--- src/rtl/divider32.sv ---
`default_nettype none
// ============================================================================
// Module   : divider32
// Purpose  : Multi-cycle 32-bit integer divider (radix-2 restoring division).
//            One trial subtraction per clock, 32 iterations, plus one FIX
//            cycle. Produces quotient and remainder for DIV/DIVU/REM/REMU.
//            Divide-by-zero returns Q=all ones, R=dividend in one cycle.
// Config   : DIVIDER32_SIGNED_EN - when defined, is_signed selects RISC-V M
//            signed semantics (magnitude conversion + FIX sign correction).
//            When undefined, all division is unsigned and is_signed is ignored.
// Ports    : clk          rising-edge clock
//            rst_n        asynchronous active-low reset
//            start        request, accepted only when busy=0
//            is_signed    signed operands (sampled with start)
//            A, B         dividend / divisor (sampled on accepted start)
//            busy         division in flight (CALC and FIX)
//            done         one-cycle result-valid pulse
//            Q, R         quotient / remainder, held until next accepted start
//            DIV_BY_ZERO  set with done when B=0, held with Q/R
// Revision : 1.0 - initial release
// ============================================================================
module divider32 (
  input  logic        clk,
  input  logic        rst_n,
  input  logic        start,
  input  logic        is_signed,
  input  logic [31:0] A,
  input  logic [31:0] B,
  output logic        busy,
  output logic        done,
  output logic [31:0] Q,
  output logic [31:0] R,
  output logic        DIV_BY_ZERO
);

  typedef enum logic [1:0] {
    IDLE = 2'd0,
    CALC = 2'd1,
    FIX  = 2'd2,
    DONE = 2'd3
  } state_t;

  state_t      state, state_nxt;
  logic [32:0] rem;       // partial remainder; bit 32 is headroom for the shift
  logic [31:0] dvd;       // dividend shifts out the top, quotient bits enter the bottom
  logic [31:0] dvs;       // divisor magnitude
  logic [4:0]  count;

  logic        accept;
  logic        b_zero;
  logic        a_neg;
  logic        b_neg;
  logic [31:0] a_mag;
  logic [31:0] b_mag;
  logic [32:0] rem_sh;
  logic [32:0] trial;
  logic [31:0] q_fix;
  logic [31:0] r_fix;

  assign accept = start && ((state == IDLE) || (state == DONE));
  assign b_zero = (B == 32'd0);

`ifdef DIVIDER32_SIGNED_EN
  logic neg_q;
  logic neg_r;

  assign a_neg = is_signed & A[31];
  assign b_neg = is_signed & B[31];
  assign q_fix = neg_q ? (32'd0 - dvd) : dvd;
  assign r_fix = neg_r ? (32'd0 - rem[31:0]) : rem[31:0];

  always_ff @(posedge clk or negedge rst_n) begin
    if (!rst_n) begin
      neg_q <= 1'b0;
      neg_r <= 1'b0;
    end else if (accept && !b_zero) begin
      neg_q <= a_neg ^ b_neg;
      neg_r <= a_neg;
    end
  end
`else
  logic unused_is_signed;

  assign unused_is_signed = is_signed;
  assign a_neg = 1'b0;
  assign b_neg = 1'b0;
  assign q_fix = dvd;
  assign r_fix = rem[31:0];
`endif

  assign a_mag = a_neg ? (32'd0 - A) : A;
  assign b_mag = b_neg ? (32'd0 - B) : B;

  // 33-bit trial subtraction: the borrow lands in bit 32, so trial[32]=0
  // means the shifted remainder was at least the divisor.
  assign rem_sh = {rem[31:0], dvd[31]};
  assign trial  = rem_sh - {1'b0, dvs};

  // ---------------------------------------------------------------- FSM
  always_ff @(posedge clk or negedge rst_n) begin
    if (!rst_n) begin
      state <= IDLE;
    end else begin
      state <= state_nxt;
    end
  end

  always_comb begin
    state_nxt = state;
    busy      = 1'b0;
    done      = 1'b0;
    case (state)
      IDLE: begin
        if (start) state_nxt = b_zero ? DONE : CALC;
      end
      CALC: begin
        busy = 1'b1;
        if (count == 5'd31) state_nxt = FIX;
      end
      FIX: begin
        busy      = 1'b1;
        state_nxt = DONE;
      end
      DONE: begin
        done = 1'b1;
        if (start) state_nxt = b_zero ? DONE : CALC;
        else       state_nxt = IDLE;
      end
      default: state_nxt = IDLE;
    endcase
  end

  // ----------------------------------------------------------- datapath
  always_ff @(posedge clk or negedge rst_n) begin
    if (!rst_n) begin
      rem         <= 33'd0;
      dvd         <= 32'd0;
      dvs         <= 32'd0;
      count       <= 5'd0;
      Q           <= 32'd0;
      R           <= 32'd0;
      DIV_BY_ZERO <= 1'b0;
    end else begin
      if (accept) begin
        if (b_zero) begin
          Q           <= 32'hFFFF_FFFF;
          R           <= A;
          DIV_BY_ZERO <= 1'b1;
        end else begin
          rem         <= 33'd0;
          dvd         <= a_mag;
          dvs         <= b_mag;
          count       <= 5'd0;
          DIV_BY_ZERO <= 1'b0;
        end
      end else if (state == CALC) begin
        if (!trial[32]) begin
          rem <= trial;
          dvd <= {dvd[30:0], 1'b1};
        end else begin
          rem <= rem_sh;
          dvd <= {dvd[30:0], 1'b0};
        end
        count <= count + 5'd1;
      end else if (state == FIX) begin
        Q <= q_fix;
        R <= r_fix;
      end
    end
  end

endmodule
`default_nettype wire

--- config.mk ---
export PLATFORM = sky130hd
export DESIGN_NAME = divider32
export DESIGN_NICKNAME = d
export VERILOG_FILES = /design/src/rtl/divider32.sv
export SDC_FILE = /design/constraint.sdc
export NUM_CORES = 1
export LEC_CHECK = 0
export ABC_AREA = 1
export CAP_MARGIN = 20
export CORE_ASPECT_RATIO = 0.5
export CORE_UTILIZATION = 28
export DETAILED_ROUTE_END_ITERATION = 7
export SLEW_MARGIN = 10
export SYNTH_ARGS = -nofsm -noshare
export SYNTH_HDL_FRONTEND = slang
export SYNTH_SLANG_ARGS = --single-unit
--- constraint.sdc ---
create_clock -name clk -period 2.45 [get_ports clk]
set_input_delay 0.49 -clock clk [delete_from_list [all_inputs] [get_ports clk]]
set_output_delay 0.49 -clock clk [all_outputs]
set_load 0.1 [all_outputs]
## Word level (Yosys, flattened, before mapping)

Index checks and enable logic that the tools add are counted.

- Memories kept: 0
- Bits of input ports: 68
- Bits in writable memories: 0
- Word-level logic and storage cells: 58
- Bits in registers: 168
- Output and inout port bits: 67
- Memory bits (read-only): 0
- Bits in latches: 0

- Add/sub/neg operators: 2
- Magnitude comparators: 0
- Reductions and logical operators: 11
- Muxes and demuxes: 27
- Div/mod/pow operators: 0
- Bitwise operators: 1
- Equal/unequal tests: 9
- Multipliers: 0
- Shifts and indexed selects: 0

Operator list:

| kind | number |
|---|---|
| 32-bit 2-to-1 mux | 15 |
| 33-bit by 32-bit subtractor with 33-bit output | 1 |
| 32-bit zero test | 1 |
| 5-bit 2-to-1 mux | 3 |
| 2-bit 2-to-1 mux | 4 |
| 2-bit != test, second input constant | 4 |
| 2-bit case mux with 4 select lines | 1 |
| 2-bit AND reduction | 3 |
| 5-bit by 1-bit adder with 5-bit output, second input constant | 1 |
| 5-bit == test, second input constant | 1 |
| 2-bit == test, second input constant | 2 |
| 1-bit 2-to-1 mux | 4 |
| 2-bit nonzero test | 2 |
| 3-bit AND reduction | 1 |
| 2-bit by 1-bit == test with 1-bit output, second input constant | 1 |
| 2-bit zero test | 1 |
| 2-bit by 1-bit != test with 1-bit output, second input constant | 1 |
| 2-bit OR reduction | 1 |
| 1-bit logical AND | 1 |
| 1-bit logical OR | 1 |
| 1-bit inverter | 1 |

## Logic depth before layout (Yosys ltp)

- Depth after elaboration: 5
- Gate-level depth with buffers: 18
- Gate-level depth less buffers: 18

## Least setup slack after synthesis

No wires, ideal clock.

- Kind: register to register
- From: register state[0]
- To: register count[3]
- Stages on the path, launching flop included: 12
- Required time: 2.317 ns
- Clock period less this slack: 2.656 ns
- Library setup time: 0.133 ns
- Path slack: -0.206 ns
- Arrival time: 2.523 ns
- Path buffers: 2
- Path through: dfrtp_1 inv_1 ha_1 inv_1 nand2_1 inv_1 nor2_2 inv_1 nand2_1 buf_2 buf_1 o21ai_0

- Cells in the longest elaborated chain, start to end: 5
- Elaborated cells between the ends (all ways): 9
- Those cells by class: eq/ne: 3; mux: 1; reduce/logical: 5

Ends and longest elaborated chain:

| element | RTL line | source |
|---|---|---|
| from (decl) | 43 | `state_t state, state_nxt;` |
| from (signal assigned) | 104 | `state <= state_nxt;` |
| 2-bit == test or 2-bit zero test (tied branches) | 60 | `assign accept = start && ((state == IDLE) \|\| (state == DONE));` |
| 1-bit logical OR | 60 |  |
| 1-bit logical AND | 60 |  |
| 2-bit != test (no line) or 2-bit nonzero test (tied branches) | - |  |
| 2-bit AND reduction (no line) | - |  |
| to (signal assigned) | 164 | `count <= count + 5'd1;` |
| to (decl) | 47 | `logic [4:0] count;` |

Parallel ways exist; a longest one is shown, timed or not.
A chain may end at the register's enable or synchronous reset.

## Final worst setup path

- From: register dvd[31]
- To: register rem[28]

- Cells in the longest elaborated chain, start to end: 4

Ends and longest elaborated chain:

| element | RTL line | source |
|---|---|---|
| from (decl) | 45 | `logic [31:0] dvd;` |
| from (signal assigned) | 151 | `dvd <= a_mag;` |
| from (signal assigned) | 159 | `dvd <= {dvd[30:0], 1'b1};` |
| from (signal assigned) | 162 | `dvd <= {dvd[30:0], 1'b0};` |
| 33-bit by 32-bit subtractor with 33-bit output | 97 | `assign trial = rem_sh - {1'b0, dvs};` |
| 32-bit 2-to-1 mux | 157 | `if (!trial[32]) begin` |
| 32-bit 2-to-1 mux | 156 | `end else if (state == CALC) begin` |
| 32-bit 2-to-1 mux | 144 | `if (accept) begin` |
| to (signal assigned) | 158 | `rem <= trial;` |
| to (signal assigned) | 161 | `rem <= rem_sh;` |
| to (decl) | 44 | `logic [32:0] rem;` |

No other way between the ends. The select of a mux whose other input is x is not followed.

==> results.rst <==
.. list-table::
   :header-rows: 1

   * - Metric
     - Value
   * - Total global routing overflow
     - 0
   * - Asr flop ratio synth
     - 100%
   * - Launching instance or port of the critical path
     - dvd[31]
   * - Worst EP arrival
     - 2.67 ns
   * - Synth warn
     - 0
   * - Slew of the pin with the lowest slew margin
     - around 0.44 ns
   * - Origin of the critical flop-to-flop path
     - dvd[31]
   * - Final slew viol count
     - 0
   * - Initial core utilization
     - 28.6%
   * - Antenna violations before repair
     - 1
   * - Type of the worst setup path
     - reg2reg
   * - TritonCTS clock tree
     - done
   * - Run status
     - completed
   * - Number of hold violations in the final report
     - 0
   * - Cell variety after synth
     - 36
   * - Antenna-violating nets left
     - 0
   * - Commonest non-fill, non-tap cell in the layout
     - nand2_1
   * - Routed vias
     - 9820
   * - Syn nets
     - 1640
   * - Core Area
     - 36100 um^2
   * - Critical path fanouts, max
     - 8
   * - Most used cells in the layout excluding fill and tap cells
     - 511 x nand2_1, 275 x inv_1, 187 x o21ai_0
   * - Power density over the cells
     - between 1000 and 1500 nW/um^2
   * - Initial drt markers
     - 734
   * - Port Buf Inserts
     - approximately 130
   * - DRT Pass-1 Iters
     - 5
   * - Largest net degree at the start of global routing
     - around 130
   * - Prevailing post-synth register cell
     - dfrtp_1
   * - Final count of negative-setup-slack endpoints
     - 0
   * - Number of nets in the layout
     - 1799
   * - Worst hold path startpoint
     - Q[16]
   * - Number of global-route vias before repair
     - a little under 9000
   * - Number of primary I/O pins
     - 135
   * - Wirelength, routed
     - approximately 31000 um
   * - Utilization after layout
     - 36.8%
   * - Drt wl/cell
     - 14.1 um
   * - Fraction of final layout cells with drive strength greater than 1
     - 12.3%
   * - Number of H-tree levels
     - 4
   * - Maximum clock path buffer count
     - 2
   * - Area of all placed cells without fillers
     - 13300 um^2
   * - First-pass GRT wire length
     - 47600 um
   * - Number of maximum-capacitance violations
     - 0
   * - Cell row count
     - 49
   * - Netlist area before placement
     - ~10000 um^2
   * - Sequential share of the synthesized area
     - between 40% and 50%
   * - PnR Total Power
     - 18300 uW
   * - Final weighted congestion in routability-driven placement
     - 0.908
   * - Layout Area Growth over Synthesis
     - 28.7%
   * - Static Leakage
     - 0.00694 uW
   * - HPWL Detailed
     - approximately 23000 um
   * - Syn Area/Cell
     - 6.73 um^2
   * - Number of enable flip-flop cells after synthesis
     - 0
   * - Setup skew after layout
     - a little over 0.008 ns
   * - Instance count of the mapped netlist
     - about 1500
   * - Fraction of the cycle the final worst path needs
     - 95.4%
   * - Final Critical Period
     - 2.34 ns
   * - Register clock-pin slew on the reported worst setup and hold paths
     - 0.07 ns
   * - Fmax
     - 0.428 GHz
   * - Source-to-sink clock delay at the later pin of the worst-skew pair
     - 0.45 ns
   * - Global Route Usage Sum
     - about 16%
   * - Kind of start point of the critical path
     - flip-flop
   * - DR vias/cell
     - 4.49
   * - Area after detailed placement
     - 12400 um^2
   * - DIE WIDTH
     - 273 um
   * - Worst Setup End Kind
     - flip-flop
   * - Number of flip-flops and latches in the synthesized netlist
     - 168
   * - Headroom to the max-slew limit
     - 70.8%
   * - Master cell of the clock root buffer
     - clkbuf_16
   * - Worst hold path type
     - reg2reg
   * - Required time worst endpoint
     - around 2.8 ns
   * - CTS Sinks
     - between 150 and 200
   * - Worst ir drop on vdd
     - 0.687 mV
   * - Number of clock buffers inserted by TritonCTS
     - 17
   * - DRC errors left
     - 0
   * - Vertical die dimension
     - 138 um
   * - Die Outline Area
     - 37700 um^2
-- registers in the layout, indices dropped and copies added (netlist names) --
register     count
Q               32
rem             32
R               32
dvs             32
DIV_BY_ZERO      1
state            2
dvd             32
count            5
-- worst paths after layout --
path                       endpoint  slack (ns)  cells after the start
max                         rem[28]        0.11                     17
min                           Q[16]        0.49                      2
min in group asynchronous     Q[28]        0.53                      2
max reg2reg                 rem[28]        0.11                     17
max in group asynchronous    dvd[4]        1.11                      3
min reg2reg                   Q[16]        0.49                      2
-- layer usage --
| metal | vias to the layer above | track usage [%] | part of all wire, % |
|---|---|---|---|
| met4 | 0 | 5.74 | 1.7 |
| met2 | 195 | 26.3 | 47 |
| li1 | 5037 | - | - |
| met5 | - | 0 | 0 |
| met1 | 4560 | 22.2 | 47 |
| met3 | 28 | 2.67 | 4.4 |
-- worst max-delay path, cell delays in order, from the launching register on --
cell	delay (ns)
dfrtp_1	0.39
inv_2	0.09
ha_1	0.15
inv_1	0.06
fa_2	0.34
nand2_1	0.06
nand2_1	0.05
nand3_1	0.07
nand2_1	0.08
nand2_1	0.08
nand2_2	0.08
nand2_2	0.11
nand2_2	0.08
nand2_2	0.08
nand2_4	0.08
buf_4	0.17
nor2_1	0.14
o21ai_1	0.09
-- cells in the mapped netlist, types with 3 or more instances --
library cell  number  area share [%]
nor2_1            92             3.3
clkbuf_1          40             1.5
and2_1             3            0.18
buf_2              9            0.44
o21ai_1            9            0.44
xnor2_1           13             1.1
nor2_2             4            0.24
nand3b_1           4            0.29
a21oi_1           20            0.97
nand2_2            5            0.30
nor3_1             7            0.34
nand3_1           98             4.8
nand2_1          520              19
buf_1              4            0.15
ha_1              39             4.7
o21ai_0          187             9.1
inv_1            278              10
nor4_1             4            0.24
nand4_1            6            0.36
buf_4              3            0.22
dfrtp_1          168              41
-- stage by stage --
stage / instances / setup TNS (ns) / hold slack, ns / setup slack [ns]
floorplan: 1532 / 0 / 0.194 / 0.0229
global route: 2189 / -0.0497 / 0.505 / -0.0111
finish: 2189 / 0 / 0.487 / 0.114
CTS: 2184 / 0 / 0.488 / 0.0178
global placement: 2151 / -25.94 / 0.446 / -0.275
detailed placement: 2151 / -28.33 / 0.442 / -0.309
-- layout make-up --
| cell class | instances | area, um^2 |
|---|---|---|
| fill | 3787 | 22800 |
| multi-input combinational | 1026 | 5000 |
| sequential | 168 | 4210 |
| timing repair buffer | 198 | 1840 |
| inverter | 280 | 1050 |
| tap | 484 | 606 |
| clock buffer | 19 | 433 |
| clock inverter | 13 | 138 |
| antenna | 1 | 2.50 |
-- power breakdown --
group          switching, uW  internal [uW]
clock                   1250           1440
combinational           8150           3180
sequential               524           3790
-- cell families after synthesis --
logic type	after synthesis	share of synthesized area, %
and+or+nand+nor	747	29.4
buffers and inverters	338	12.7
AOI/OAI and AO/OA	224	11.0
DFF	168	40.8
adders and majority gates	40	4.92
xor gates and xnor gates	15	1.27
-- timing repair --
| action | in CTS | in global routing |
|---|---|---|
| setup endpoints to repair | 1 | 104 |
| gates cloned | 0 | 2 |
| pin swaps | 0 | 5 |
| endpoints found under the hold margin | 37 | 0 |
| gates resized for setup | 1 | 45 |
| hold buffers | 1 | 0 |
| buffers inserted | 0 | 2 |
Note: power is estimated with default switching activity, not from simulation.
